<file path="src/rtl/vga_anim_pkg.sv">
// vga_anim_pkg: shared types, display constants and helpers for the VGA animation controller.
// Revision 1.0
`default_nettype none

package vga_anim_pkg;

  localparam int H_DISPLAY = 640;
  localparam int V_DISPLAY = 480;

  localparam int DEF_STEP_FRAMES  = 8;
  localparam int DEF_HOLD_FRAMES  = 256;
  localparam int DEF_BLANK_FRAMES = 32;

  typedef enum logic [1:0] {
    BLANK    = 2'd0,
    FADE_IN  = 2'd1,
    HOLD     = 2'd2,
    FADE_OUT = 2'd3
  } fade_state_t;

  function automatic logic [3:0] speed_to_step(input logic [1:0] speed);
    return 4'd1 << speed;
  endfunction

endpackage

`default_nettype wire

</file>
<file path="src/rtl/vga_wrap_step.sv">
// vga_wrap_step: combinational modular add/subtract of a small step, result kept in 0..MODULUS-1.
// Revision 1.0
`default_nettype none

module vga_wrap_step #(
  parameter int MODULUS = 640
) (
  input  logic [9:0] value,
  input  logic [3:0] step,
  input  logic       dir,
  output logic [9:0] result
);

  localparam logic [10:0] MOD11 = 11'(MODULUS);

  logic [10:0] value_w;
  logic [10:0] step_w;
  logic [10:0] sum_w;

  // 11-bit intermediates so value+step never overflows before the wrap compare
  always_comb begin
    value_w = {1'b0, value};
    step_w  = {7'd0, step};
    sum_w   = value_w + step_w;
    if (!dir) begin
      result = (sum_w >= MOD11) ? 10'(sum_w - MOD11) : sum_w[9:0];
    end else begin
      result = (value_w < step_w) ? 10'(value_w + MOD11 - step_w) : 10'(value_w - step_w);
    end
  end

endmodule

`default_nettype wire

</file>
<file path="src/rtl/vga_anim_ctrl.sv">
// vga_anim_ctrl: per-frame animation state (frame count, scroll offsets, fade FSM) advanced on vsync rise.
// Revision 1.0
`default_nettype none

module vga_anim_ctrl
  import vga_anim_pkg::*;
#(
  parameter int H_WRAP       = H_DISPLAY,
  parameter int V_WRAP       = V_DISPLAY,
  parameter int STEP_FRAMES  = DEF_STEP_FRAMES,
  parameter int HOLD_FRAMES  = DEF_HOLD_FRAMES,
  parameter int BLANK_FRAMES = DEF_BLANK_FRAMES
) (
  input  logic       clk,
  input  logic       rst_n,
  input  logic       vsync,
  input  logic [4:0] ctrl_in,
  output logic       frame_tick,
  output logic [9:0] frame_cnt,
  output logic [9:0] scroll_x,
  output logic [9:0] scroll_y,
  output logic [1:0] fade_level,
  output logic [1:0] fade_state
);

  localparam logic [7:0] STEP_LAST  = 8'(STEP_FRAMES - 1);
  localparam logic [7:0] HOLD_LAST  = 8'(HOLD_FRAMES - 1);
  localparam logic [7:0] BLANK_LAST = 8'(BLANK_FRAMES - 1);

  logic        vs_q;
  logic [4:0]  ctrl_s1;
  logic [4:0]  ctrl_s2;
  logic        vs_rise;
  logic        pause;
  logic        fade_en;
  logic        dir;
  logic [3:0]  step;
  logic [9:0]  x_nx;
  logic [9:0]  y_nx;

  fade_state_t state_q;
  fade_state_t state_nx;
  logic [1:0]  level_q;
  logic [1:0]  level_nx;
  logic [7:0]  dwell_q;
  logic [7:0]  dwell_nx;

  assign vs_rise = vsync & ~vs_q;
  assign pause   = ctrl_s2[4];
  assign fade_en = ctrl_s2[3];
  assign dir     = ctrl_s2[2];
  assign step    = speed_to_step(ctrl_s2[1:0]);

  assign fade_level = level_q;
  assign fade_state = state_q;

  vga_wrap_step #(.MODULUS(H_WRAP)) u_wrap_x (
    .value  (scroll_x),
    .step   (step),
    .dir    (dir),
    .result (x_nx)
  );

  vga_wrap_step #(.MODULUS(V_WRAP)) u_wrap_y (
    .value  (scroll_y),
    .step   (4'd1),
    .dir    (dir),
    .result (y_nx)
  );

  // vs_q resets high so a vsync already asserted at reset release is not a rise
  always_ff @(posedge clk) begin
    if (!rst_n) begin
      vs_q       <= 1'b1;
      ctrl_s1    <= '0;
      ctrl_s2    <= '0;
      frame_tick <= 1'b0;
      frame_cnt  <= '0;
      scroll_x   <= '0;
      scroll_y   <= '0;
    end else begin
      vs_q       <= vsync;
      ctrl_s1    <= ctrl_in;
      ctrl_s2    <= ctrl_s1;
      frame_tick <= vs_rise;
      if (vs_rise && !pause) begin
        frame_cnt <= frame_cnt + 10'd1;
        scroll_x  <= x_nx;
        if (frame_cnt[1:0] == 2'd3) begin
          scroll_y <= y_nx;
        end
      end
    end
  end

  always_ff @(posedge clk) begin
    if (!rst_n) begin
      state_q <= FADE_IN;
      level_q <= 2'd0;
      dwell_q <= 8'd0;
    end else begin
      state_q <= state_nx;
      level_q <= level_nx;
      dwell_q <= dwell_nx;
    end
  end

  always_comb begin
    state_nx = state_q;
    level_nx = level_q;
    dwell_nx = dwell_q;
    if (vs_rise && !pause) begin
      if (!fade_en) begin
        state_nx = HOLD;
        level_nx = 2'd3;
        dwell_nx = 8'd0;
      end else begin
        case (state_q)
          FADE_IN: begin
            if (dwell_q == STEP_LAST) begin
              dwell_nx = 8'd0;
              level_nx = level_q + 2'd1;
              if (level_nx == 2'd3) state_nx = HOLD;
            end else begin
              dwell_nx = dwell_q + 8'd1;
            end
          end
          HOLD: begin
            if (dwell_q == HOLD_LAST) begin
              dwell_nx = 8'd0;
              state_nx = FADE_OUT;
            end else begin
              dwell_nx = dwell_q + 8'd1;
            end
          end
          FADE_OUT: begin
            if (dwell_q == STEP_LAST) begin
              dwell_nx = 8'd0;
              level_nx = level_q - 2'd1;
              if (level_nx == 2'd0) state_nx = BLANK;
            end else begin
              dwell_nx = dwell_q + 8'd1;
            end
          end
          BLANK: begin
            if (dwell_q == BLANK_LAST) begin
              dwell_nx = 8'd0;
              state_nx = FADE_IN;
            end else begin
              dwell_nx = dwell_q + 8'd1;
            end
          end
        endcase
      end
    end
  end

endmodule

`default_nettype wire

</file>
<file path="config.mk">
export PLATFORM = sky130hd
export DESIGN_NAME = vga_anim_ctrl
export DESIGN_NICKNAME = d
export VERILOG_FILES = /design/src/rtl/vga_anim_pkg.sv /design/src/rtl/vga_wrap_step.sv /design/src/rtl/vga_anim_ctrl.sv
export SDC_FILE = /design/constraint.sdc
export NUM_CORES = 1
export LEC_CHECK = 0
export ABC_AREA = 0
export CAP_MARGIN = 5
export CORE_MARGIN = 10
export CORE_UTILIZATION = 50
export DETAILED_ROUTE_END_ITERATION = 10
export PLACE_DENSITY_LB_ADDON = 0.12
export REMOVE_ABC_BUFFERS = 1
export SLEW_MARGIN = 20
export SYNTH_ARGS = -nofsm -noshare
export SYNTH_HDL_FRONTEND = slang
export SYNTH_SLANG_ARGS = --single-unit
</file>
<file path="constraint.sdc">
create_clock -name clk -period 3.2 [get_ports clk]
set_input_delay 0.32 -clock clk [delete_from_list [all_inputs] [get_ports clk]]
set_output_delay 0.32 -clock clk [all_outputs]
set_load 0.005 [all_outputs]
</file>
# Yosys cells after proc, flatten, opt, wreduce, memory -nomap -nowiden
# Cells that the tools add are included.
[word_totals]
elab_cells = 77
ff_bits = 54
input_bits = 8
output_inout_bits = 35
[op_classes]
n_shift = 1
n_addsub = 14
magnitude_cmp = 4
reduce_logical = 8
n_eq_ne = 15
mux = 23
bitwise_logic = 2
[ops]
columns = ["cell", "n"]
rows = [
  ["10-bit 2-to-1 mux", 6],
  ["8-bit 2-to-1 mux", 4],
  ["8-bit one-hot mux with 3 select lines", 1],
  ["2-bit 2-to-1 mux", 10],
  ["10-bit by 1-bit subtractor with 10-bit output, second input constant", 2],
  ["10-bit by 4-bit subtractor with 10-bit output", 2],
  ["3-bit != test, second input constant", 6],
  ["10-bit by 1-bit adder with 11-bit output, second input constant", 1],
  ["10-bit by 4-bit adder with 11-bit output", 1],
  ["11-bit by 10-bit >= comparator with 1-bit output, second input constant", 1],
  ["11-bit by 9-bit >= comparator with 1-bit output, second input constant", 1],
  ["10-bit by 1-bit adder with 10-bit output, second input constant", 1],
  ["10-bit adder, second input constant", 1],
  ["10-bit by 9-bit adder with 10-bit output, second input constant", 1],
  ["10-bit by 1-bit < comparator with 1-bit output, second input constant", 1],
  ["10-bit by 4-bit < comparator with 1-bit output", 1],
  ["10-bit subtractor, second input constant", 1],
  ["10-bit by 9-bit subtractor with 10-bit output, second input constant", 1],
  ["8-bit by 1-bit adder with 8-bit output, second input constant", 1],
  ["2-bit equality test, second input constant", 4],
  ["8-bit by 3-bit equality test with 1-bit output, second input constant", 1],
  ["8-bit by 5-bit equality test with 1-bit output, second input constant", 1],
  ["8-bit equality test, second input constant", 1],
  ["2-bit one-hot mux with 4 select lines", 1],
  ["15 further kinds", 16],
]

# Longest topological paths before layout
[depth]
depth_word = 6
ltp_mapped = 13
mapped_depth_nobuf = 13

# Cells and area by module
# From an unflattened synthesis, not the netlist that was laid out.
[unflattened]
cells_unflattened = 597
hier_area_um2 = 4812.1
[by_module_without_submodules]
columns = ["module", "area_per_inst_um2", "seq_area_each_um2", "n_inst", "cells_per_inst"]
rows = [
  ["vga_anim_ctrl", 2285.9, 1081.0, 1, 266],
  ["vga_wrap_step (u_wrap_x)", 1327.5, 0.0, 1, 169],
  ["vga_wrap_step (u_wrap_y)", 1198.6, 0.0, 1, 162],
]

# Worst setup path after synthesis
# No wires, ideal clock.
[synth_path]
path_kind = "register -> register"
startpoint = "reg ctrl_s2[0]"
endpoint = "reg scroll_x[7]"
slack_ns = 0.301
required_ns = 3.071
stages_incl_launch_ff = 14
path_buffers = 1
period_less_slack_ns = 2.899
arrival_time_ns = 2.770
setup_time_ns = 0.129
cell_sequence = "dfxtp_1 nand2b_1 ha_1 buf_2 nand2b_1 a221oi_4 nand2_1 xnor2_1 ha_1 nand2b_1 or2_2 a311oi_1 a311o_1 a21oi_1"
[synth_via]
elab_chain_len = 5
elab_cells_between_ends = 10
classes_between = "add/sub: 4; order compare: 2; shift: 1; mux: 3"
[synth_rtl]
columns = ["item", "line_no", "rtl"]
rows = [
  ["start: declaration", "vga_anim_ctrl.sv:32", "logic [4:0] ctrl_s2;"],
  ["start signal: assignment", "vga_anim_ctrl.sv:84", "ctrl_s2 <= ctrl_s1;"],
  ["1-bit by 2-bit << shifter with 4-bit output *", "vga_anim_pkg.sv:22", "return 4'd1 << speed;"],
  ["10-bit by 4-bit adder with 11-bit output", "vga_wrap_step.sv:24", "sum_w = value_w + step_w;"],
  ["10-bit subtractor or 11-bit by 10-bit >= comparator with 1-bit output (tied branches)", "vga_wrap_step.sv:26", "result = (sum_w >= MOD11) ? 10'(sum_w - MOD11) : sum_w[9:0];"],
  ["10-bit 2-to-1 mux", "vga_wrap_step.sv:26", ""],
  ["10-bit 2-to-1 mux *", "vga_wrap_step.sv:25", "if (!dir) begin"],
  ["end signal: assignment", "vga_anim_ctrl.sv:88", "scroll_x <= x_nx;"],
  ["end: declaration", "vga_anim_ctrl.sv:20", "output logic [9:0] scroll_x,"],
]
# Mark *: on every way between the ends. The rest lies on a longest branch, timed or not.
# A chain may end at the register's enable or synchronous reset.

# Worst setup path in the final report
[layout_path]
startpoint = "reg ctrl_s2[1]"
endpoint = "reg scroll_x[7]"
# The elaborated chain is that of the path after synthesis.

==> impl_summary.log <==
[metrics] last weighted congestion value of the routability-driven placer: 0.887
[metrics] time the worst path needs with I/O delays and setup: 3.00 ns
[metrics] switching share of power: 30.6%
[metrics] Yosys top cell area share: 25.3%
[metrics] fraction of registers with async set or reset after synthesis: 0%
[metrics] TritonCTS clock tree: yes
[metrics] Detail Route Antenna Nets: 0
[metrics] proportion of power drawn by the clock network: 30.1%
[metrics] pin count of the biggest net entering global routing: 36
[metrics] total power divided by cell area: 283 nW/um2
[metrics] Nets: 619
[metrics] Placeable Area: 8260 um2
[metrics] Clock Latency Late Sink: 0.31 ns
[metrics] upper clock frequency limit: 333 MHz
[metrics] Residual DRC: 0
[metrics] layout cells sized above 1: 8.92%
[metrics] Pre-Repair DR Iteration Count: 5
[metrics] GRT Total Usage: 16.7%
[metrics] Area contributors post-synth: sky130_fd_sc_hd__dfxtp_1, sky130_fd_sc_hd__ha_1, sky130_fd_sc_hd__xnor2_1
[metrics] met1 layer usage reported by global route: 22.1%
[metrics] initial core utilization: 51.7%
[metrics] detailed-route vias per instance: 5.75
[metrics] root buffer cell: sky130_fd_sc_hd__clkbuf_8
[metrics] number of buffer cells added on primary ports: 42
[metrics] crit path setup slack, layout: 0.200 ns
[metrics] Worst Setup Start Kind: flop
[metrics] Hold Violations, Final: 0
[metrics] area overhead of the layout relative to synthesis: 15.2%
[metrics] number of inserted filler cells in the final layout: 780
[metrics] slew of the pin with the lowest slew margin: 0.567 ns
[metrics] met3 track demand over resource: 4.10%
[metrics] proportion of synthesized chip area in sequential cells: 25.3%
[metrics] sink count of the clock tree: 54
[metrics] part of the cycle the worst path needs: 93.7%
[metrics] hold crit path type: flop to flop
[metrics] total via count in the routed design: 3896
[metrics] combinational cell fraction of total power: 19.5%
[metrics] remaining max-slew budget at the tightest pin: 62.1%
[metrics] total wirelength of the detailed-routed design: 10900 um
[metrics] endpoints failing setup: 0
[metrics] number of register bits inferred by synthesis: 54
[metrics] Int Pwr: 0.000966 W
[metrics] Crit path required time: 3.40 ns
[metrics] RSZ-0062 raised after global routing: no
[metrics] I/O pin count: 43
[metrics] clock tree buffer depth: 2
[metrics] net switching component of the power: 0.000425 W
[metrics] met2 track demand over resource in global routing: 26.9%
[metrics] share of power burned in registers: 50.4%
[metrics] number of enable flip-flop cells after synthesis: 0
[metrics] hold_ws: 0.444 ns
[metrics] wire length of the first global-routing pass: 18400 um
[metrics] outcome: completed
[metrics] CTS clk-pin slew, worst paths: 0.11 ns
[metrics] cell with the most instances after synthesis: sky130_fd_sc_hd__dfxtp_1
[metrics] area of the die: 12600 um2
[metrics] dpl hpwl: 8060 um
[metrics] layer with the highest usage after global routing: met2
[metrics] cts bufs inserted: 5
[metrics] maxcap violations: 0
[metrics] count of cells resized by post-cts repair: 0
[metrics] Synth Area per Inst: 7.94 um2
[metrics] cell area after technology mapping: 4270 um2
[metrics] hold bufs inserted after CTS: 0
[metrics] Setup Crit Path Kind: flop to flop
[metrics] final-report max-slew violation count: 0
[metrics] clock tree skew after final layout: 0.00346 ns
[metrics] final-layout setup total negative slack: 0 ns
[metrics] Crit path arrival time: 3.20 ns
[metrics] Ant. Diodes: 0
[metrics] post-synth top area cell: sky130_fd_sc_hd__dfxtp_1
[metrics] most frequent cells after synthesis: sky130_fd_sc_hd__dfxtp_1, sky130_fd_sc_hd__nor2_1, sky130_fd_sc_hd__nand2_1
[metrics] Cell variety after synth: 68
[metrics] highest fanout seen on the critical path: 5
[metrics] vertical extent of the die: 112 um
[metrics] cell count after synthesis: 538
[metrics] core utilization of the finished layout: 59.6%
[metrics] die width: 112 um
[metrics] buffer count from post-CTS setup fixing: 0
[metrics] peak supply drop: 0.266 mV
[metrics] antenna violations before repair: 0
[metrics] aggregate global routing overflow: 0
[metrics] primary flip-flop cell chosen by synthesis mapping: sky130_fd_sc_hd__dfxtp_1
[metrics] Wirelength per Cell: 16.1 um
[metrics] number of rows created at floorplan: 33
[metrics] vias in the first global route: 3785
[metrics] CP endpoint kind: flop
[metrics] drt initial violations: 252
[metrics] total number of H-tree levels: 2
[metrics] setup slack after placement: 0.0432 ns
[metrics] leak pwr: 1.84 nW
[metrics] Synthesis Warnings: 0
[state kept, by name, summed over array words and instances, names as in the netlist]
| register | count |
|---|---|
| vs_q | 1 |
| dwell_q | 8 |
| fade_state | 2 |
| ctrl_s2 | 5 |
| fade_level | 2 |
| ctrl_s1 | 5 |
| frame_cnt | 10 |
| scroll_y | 10 |
| frame_tick | 1 |
| scroll_x | 10 |
[placed cells by master, fill, tap and decap left out, drive strengths merged, types with 8 or more instances in the layout]
master / instances
nor3: 14
xor2: 14
dfxtp: 54
clkdlybuf4s50: 42
xnor2: 23
nand2: 46
a21oi: 33
o21ai: 27
a31oi: 10
and2: 13
o31ai: 8
and3: 10
a211oi: 12
inv: 44
nand3: 23
ha: 35
nand2b: 9
nor2: 49
buf: 13
nor4: 9
[through the flow]
| stage | area, um2 | std cells | total power, W |
|---|---|---|---|
| final | 4920 | 677 | 0.00139 |
| after floorplan | 4140 | 509 | 0.000890 |
| after global placement | 4790 | 669 | 0.000977 |
| after global routing | 4920 | 677 | 0.00147 |
| after CTS | 4890 | 677 | 0.00140 |
| after detailed placement | 4790 | 669 | 0.000981 |
[worst max-delay path: stages (launching register included)]
cell	delay, ns
sky130_fd_sc_hd__dfxtp_1	0.35
sky130_fd_sc_hd__nand2b_2	0.22
sky130_fd_sc_hd__ha_1	0.32
sky130_fd_sc_hd__nand2b_4	0.17
sky130_fd_sc_hd__a2111oi_4	0.37
sky130_fd_sc_hd__o21ai_2	0.13
sky130_fd_sc_hd__xnor2_1	0.16
sky130_fd_sc_hd__ha_2	0.21
sky130_fd_sc_hd__nand2b_1	0.17
sky130_fd_sc_hd__or2_2	0.31
sky130_fd_sc_hd__a311oi_2	0.27
sky130_fd_sc_hd__a311o_1	0.15
sky130_fd_sc_hd__a21oi_1	0.06
[kinds of logic after synthesis]
| family | synth area share (%) |
|---|---|
| AND/OR/NAND/NOR | 25.5 |
| AO/OA/AOI/OAI | 21.0 |
| buffers and inverters | 6.73 |
| flip-flops | 25.3 |
| adder cells (fa/ha/maj) | 12.6 |
| XOR/XNOR | 7.58 |
| multiplexers | 1.29 |
[layout make-up]
class | count | area [um2] | area share (%)
timing repair buffer | 55 | 518 | 10.5
inverter | 42 | 158 | 3.20
clock buffer | 5 | 68.8 | 1.40
sequential | 54 | 1080 | 22.0
tap | 105 | 131 | 2.67
clock inverter | 3 | 27.5 | 0.559
multi-input combinational | 413 | 2940 | 59.7
[power by group through the flow]
| stage | Clock (W) | Sequential (W) | Combinational, W |
|---|---|---|---|
| 2_1_floorplan | 0 | 0.000718 | 0.000172 |
| 3_3_place_gp | 0 | 0.000715 | 0.000262 |
| 3_5_place_dp | 0 | 0.000716 | 0.000265 |
| 4_1_cts | 0.000435 | 0.000700 | 0.000267 |
| 5_1_grt | 0.000467 | 0.000704 | 0.000300 |
| 6_report | 0.000419 | 0.000701 | 0.000272 |
[path summary, 6_finish.rpt]
path / start / endpoint / slack, ns / cells past startpoint
worst max-delay path: ctrl_s2[1] / scroll_x[7] / 0.20 / 12
worst min-delay path: ctrl_s1[2] / ctrl_s2[2] / 0.44 / 1
worst max register to register: ctrl_s2[1] / scroll_x[7] / 0.20 / 12
worst min register to register: ctrl_s1[2] / ctrl_s2[2] / 0.44 / 1
[routing by layer]
metal	vias up	part of all wire (%)
met1	1834	47
met2	100	46
met3	7	6.0
li1	1955	-
met5	-	0
met4	0	0.61
(Power assumes the default switching activity.)
==> variant 1 (same settings) <==
Put one more register stage on the output `frame_cnt`, cleared by the reset. The value now appears one clock later. The other outputs are not delayed to match.
--- a/src/rtl/vga_anim_ctrl.sv
+++ b/src/rtl/vga_anim_ctrl.sv
@@ -28,2 +28,4 @@
   localparam logic [7:0] BLANK_LAST = 8'(BLANK_FRAMES - 1);
+
+  logic [9:0] frame_cnt_s0;
 
@@ -77,3 +79,3 @@
       frame_tick <= 1'b0;
-      frame_cnt  <= '0;
+      frame_cnt_s0 <= '0;
       scroll_x   <= '0;
@@ -86,5 +88,5 @@
       if (vs_rise && !pause) begin
-        frame_cnt <= frame_cnt + 10'd1;
+        frame_cnt_s0 <= frame_cnt_s0 + 10'd1;
         scroll_x  <= x_nx;
-        if (frame_cnt[1:0] == 2'd3) begin
+        if (frame_cnt_s0[1:0] == 2'd3) begin
           scroll_y <= y_nx;
@@ -157,2 +159,10 @@
 
+  always_ff @(posedge clk) begin
+    if (!rst_n) begin
+      frame_cnt <= '0;
+    end else begin
+      frame_cnt <= frame_cnt_s0;
+    end
+  end
+
 endmodule
Check against the original RTL: not equivalent (a bounded check fails within 4 cycles, from zero or initial values and one cycle with rst_n low).
==> variant 1 against the unedited design <==
Core utilization is 0.29 points lower. Worst setup slack gained 0.14 ns. Wire length is 2.6% lower. First-iteration DRC count is 31% lower. Total power rose by 33%. Sequential share of layout area up 2.8 points. Combinational power is 13% higher. Fmax grew 4.9%. Critical path type unchanged. Design area increased by 5.1%. Largest power group unchanged. Synthesized cell count is 2.2% higher. Sequential cell count up 10. Critical endpoint is now scroll_y[7]. Area after synthesis rose by 4.4%.
==> variant 1: results (changes against the unedited design) <==
** Status
- The flow ran to the end, and the final reports show no timing, DRC or antenna violations.

** Routing
- The routed wire length on met3 is 693 µm (+6.0%).
- The violation count after the first detailed-routing iteration came to 173 (-31%).
- The routed wire length was 10.6 mm (-2.6%).
- Met2 layer wire length in the routed design :: 4.96 mm (-1.0%)
- The number of vias per cell came to 5.58 (-3.0%).
- The wire length on met1 was 4.91 mm (-5.1%).

** Global routing
- The global-route met3 utilization is 3.62% (-0.48 points).
- Met2 track utilization from global routing :: 26.5% (-0.38 points)
- Wire length of the first global-routing pass :: 18.2 mm (-1.4%)
- Pin count of the biggest net entering global routing :: 39 (+8.3%)

** Place
- The total placed instance area is 4970 µm² (+3.7%).
- Half-perimeter wire length of the detailed placement result :: 7.81 mm (-3.1%)
- The pre-CTS setup slack is 0.328 ns (+0.285 ns).
- RePlAce Congestion :: 0.918 (+3.5%)
- The number of instances in the placed design came to 682 (+1.9%).

** Critical path
- Startpoint of the lowest-slack register-to-register path :: scroll_y[1]
- End of the worst register-to-register path :: scroll_y[7]
- Arrival @ worst endpoint :: 3.09 ns (-0.11 ns)

** Finish
- The fraction of final layout cells with drive strength greater than 1 was 7.46% (-1.5 points).
- The number of non-filler instances in the completed layout came to 698 (+3.1%).
- Number of nets in the layout :: 633 (+2.3%)

** Die
- The starting density of the core was 51.1% (-0.61 points).

** Timing
- Pin slew with the least headroom to its limit :: 0.590 ns (+0.0231 ns)
- The largest clock skew in the final design came to 0.0114 ns (+0.00791 ns).

** Synthesis
- The distinct cell type count after synthesis came to 72 (+5.9%).
- Most frequent cells after synthesis :: sky130_fd_sc_hd__dfxtp_1 (64), sky130_fd_sc_hd__nor2_1 (47), sky130_fd_sc_hd__nand2_1 (46)
- The sequential-to-total area share from yosys stat is 28.7% (+3.4 points).

** Hold path
- The worst hold path terminates at ctrl_s2[3].
- Hold path startpoint :: ctrl_s1[3]

** Clocking
- The clock insertion delay at the later pin of the skew report was 0.34 ns (+0.03 ns).
- The clock input transition at the sequential cells of the worst setup and hold paths came to 0.08 ns (-0.03 ns).
- The H-tree level count came to 3 (+1).

** Power
- The maximum ir drop on the vdd rail was 0.000230 V (-14%).
- The switching power as a share of total power came to 29.5% (-1.1 points).
variant 1: cell count changes in the layout (fill, tap and decap cells not counted), moves of 4 or more:
cell,delta
sky130_fd_sc_hd__clkbuf_8,+4
sky130_fd_sc_hd__nor4_1,-5
sky130_fd_sc_hd__o41ai_1,-4
sky130_fd_sc_hd__dfxtp_1,+9
sky130_fd_sc_hd__and2_1,+10
sky130_fd_sc_hd__xor2_1,+5
sky130_fd_sc_hd__buf_4,-4
sky130_fd_sc_hd__and3_1,-7
sky130_fd_sc_hd__or3_1,+4
variant 1: logic make-up after synthesis:
family	Yosys count	share of synthesized area (%)
and+or+nand+nor	205	24.2
AOI/OAI and AO/OA	123	18.7
buffers and inverters	67	6.00
DFF	64	28.7
xor gates and xnor gates	43	8.45
adders and majority gates	40	12.1
muxes	8	1.82
variant 1: timing repair:
item | CTS | global route
setup endpoints to repair | 0 | 1
hold buffers | 0 | 0
gates resized for setup | 0 | 1
hold endpoints to repair | 0 | 0
variant 1: cell type report:
cell class / instances / area, µm² / area share, %
multi-input combinational: 419 / 2920 / 56.4
tap: 108 / 135 / 2.61
sequential: 64 / 1280 / 24.8
inverter: 40 / 150 / 2.90
clock inverter: 7 / 76.3 / 1.48
clock buffer: 9 / 124 / 2.40
timing repair buffer: 51 / 488 / 9.44
variant 1: critical path, cell delays in order (launching register included):
cell                      delay, ns
sky130_fd_sc_hd__dfxtp_1       0.48
sky130_fd_sc_hd__ha_1          0.30
sky130_fd_sc_hd__nand2_1       0.17
sky130_fd_sc_hd__or3_1         0.35
sky130_fd_sc_hd__xnor2_1       0.19
sky130_fd_sc_hd__ha_1          0.23
sky130_fd_sc_hd__nand3_1       0.10
sky130_fd_sc_hd__o22ai_1       0.35
sky130_fd_sc_hd__o21ai_1       0.12
sky130_fd_sc_hd__xnor2_1       0.16
sky130_fd_sc_hd__nor3_1        0.06
sky130_fd_sc_hd__o31a_1        0.25
variant 1: worst max path at each step:
| stage | from | end | slack, ns | cells after the start |
|---|---|---|---|---|
| floorplan | vsync | scroll_y[3] | 0.50 | 4 |
| global placement | scroll_y[0] | scroll_y[7] | 0.42 | 11 |
| detailed placement | scroll_y[0] | scroll_y[7] | 0.33 | 11 |
| finish | scroll_y[1] | scroll_y[7] | 0.34 | 11 |
| CTS | scroll_y[0] | scroll_y[7] | 0.30 | 11 |
| global route | scroll_y[1] | scroll_y[8] | 0.03 | 11 |
variant 1: power groups by stage:
stage	logic [mW]	clock network (mW)	registers, mW
after floorplan	0.201	0	0.849
after global placement	0.295	0	0.849
after global routing	0.343	0.768	0.834
after CTS	0.304	0.731	0.831
after detailed placement	0.301	0	0.850
final	0.306	0.719	0.831
==> variant 2 (same flow settings) <==
Without the edit above. Add an input register stage for `vsync` and `ctrl_in`; this delays them by one clock.
--- a/src/rtl/vga_anim_ctrl.sv
+++ b/src/rtl/vga_anim_ctrl.sv
@@ -29,2 +29,10 @@
 
+  logic vsync_q;
+  logic [4:0] ctrl_q;
+
+  always_ff @(posedge clk) begin
+    vsync_q <= vsync;
+    ctrl_q  <= ctrl_in;
+  end
+
   logic        vs_q;
@@ -47,3 +55,3 @@
 
-  assign vs_rise = vsync & ~vs_q;
+  assign vs_rise = vsync_q & ~vs_q;
   assign pause   = ctrl_s2[4];
@@ -81,4 +89,4 @@
     end else begin
-      vs_q       <= vsync;
-      ctrl_s1    <= ctrl_in;
+      vs_q       <= vsync_q;
+      ctrl_s1    <= ctrl_q;
       ctrl_s2    <= ctrl_s1;
Check against the original RTL: not equivalent (Yosys sat finds a counterexample within 4 cycles, from zero or initial values and one cycle with rst_n low).
==> variant 2 against the unedited design <==
Wire length grew 3.5%. Via count grew 4.8%. Total power rose by 31%. Worst hold slack worse by 0.024 ns. Design area increased by 6.8%. Sequential cell count is 6 higher. Sequential share of layout area rose by 0.97 points. Clock skew grew 0.0055 ns. Critical path depth is 2 lower. Worst setup slack worse by 0.10 ns. Largest cell class unchanged. Area after synthesis increased by 2.2%.
==> variant 2: results (changes against the unedited design) <==
** Finish
- Area Overhead vs Synth :: 20.4%
- The total of fill cells in the finished design is 782 (+0.26%).
- The fraction of final layout cells with drive strength greater than 1 is 10.4% (+1.5 points).
- The net count reported at finish is 640 (+3.4%).

** Power
- Post-route total power :: 1.83 mW (+31%)
- The maximum ir drop on the vdd rail was 0.000376 V (+42%).
- The reported clock group power came to 0.721 mW (+72%).
- The internal power component was 1.31 mW (+35%).
- Lkg Pwr :: 2.02 nW (+9.3%)

** Global routing
- Met2 track utilization from global routing :: 26.5% (-0.42 points)
- Vias in the first global route :: 3801 (+0.42%)
- The first-pass GRT wire length is 18.5 mm (+0.52%).
- The met1 capacity usage during global routing is 21.6% (-0.45 points).

** Place
- The sum of net half-perimeters after detailed placement is 8.20 mm (+1.7%).
- Worst slack at placement :: 0.0173 ns (-0.0259 ns)
- The routability congestion estimate from global placement was 0.895 (+0.91%).

** Hold path
- The startpoint identified for the worst hold timing path is ctrl_in[2].
- The tightest min-delay check is of the in -> reg type.

** Clocking
- The clock input transition at the sequential cells of the worst setup and hold paths came to 0.08 ns (-0.03 ns).
- Number of levels the H-tree was split into :: 3 (+1)
- Latest clock arrival within the worst-skew pair :: 0.34 ns (+0.03 ns)

** Critical path
- The largest incremental delay on the critical path is 0.51 ns (+0.14 ns).
- The highest fanout seen on the critical path was 4 (-1).
- Master of the slowest instance on the critical path :: sky130_fd_sc_hd__or4_1

** Routing
- Met2 layer wire length in the routed design :: 5.21 mm (+4.0%)
- Vias/cell :: 5.79 (+0.61%)
- DRC marker count from the first detailed-route iteration :: 231 (-8.3%)
- The routed wire length per instance was 16.0 µm (-0.62%).
- Metal-1 WL :: 5.27 mm (+1.9%)
- The routed wire length on met3 came to 586 µm (-10%).

** Synthesis
- Distinct cells, synth :: 61 (-10%)
- The sequential-to-total area share from yosys stat is 27.5% (+2.2 points).
- Most frequent cells after synthesis :: sky130_fd_sc_hd__dfxtp_1 (60), sky130_fd_sc_hd__nand2_1 (46), sky130_fd_sc_hd__nor2_1 (45)

** Timing
- Pin slew with the least headroom to its limit :: 0.698 ns (+0.131 ns)

** Status
- Result of the run :: finished, final reports clean
-- variant 2: changes by cell type after synthesis, sizes merged, moves of 5 or more --
cell / unedited run / this run
dfxtp: 54 / 60
o2111ai: 1 / 6
a211oi: 12 / 6
nand4: 4 / 9
buf: 15 / 3
o21ai: 27 / 21
o21a: 0 / 5
xor2: 14 / 20
or3: 2 / 7
inv: 42 / 33
clkbuf: 14 / 26
or4: 1 / 6
-- variant 2: per-stage QoR --
step	area (µm²)	instances
floorplan	4250	522
global placement	4920	688
detailed placement	4920	688
CTS	5130	704
global route	5260	705
finish	5260	705
-- variant 2: final cells by class --
cell class | instances | share of cell area (%)
sequential | 60 | 22.9
clock buffer | 11 | 2.88
timing repair buffer | 59 | 10.4
multi-input combinational | 429 | 57.7
inverter | 33 | 2.36
tap | 108 | 2.57
clock inverter | 5 | 1.12
-- variant 2: final timing paths --
| path | slack [ns] | to | depth (start not counted) |
|---|---|---|---|
| hold / removal | 0.42 | ctrl_q[2] | 1 |
| hold reg to reg | 0.43 | ctrl_s2[3] | 1 |
| setup reg to reg | 0.1 | scroll_x[8] | 10 |
| setup / recovery | 0.1 | scroll_x[8] | 10 |
-- variant 2: timing repair --
| item | 4_1_cts | 5_1_grt |
|---|---|---|
| pin swaps | 0 | 2 |
| buffers inserted | 0 | 1 |
| resized for setup | 1 | 22 |
| endpoints found under the setup margin | 1 | 1 |
| hold buffers | 0 | 0 |
-- variant 2: logic make-up after synthesis --
family / synth area share [%]
AO/OA/AOI/OAI: 18.5
XOR/XNOR: 8.02
adder cells (fa/ha/maj): 12.3
buffers and inverters: 5.53
flip-flops: 27.5
multiplexers: 1.17
AND/OR/NAND/NOR: 26.9
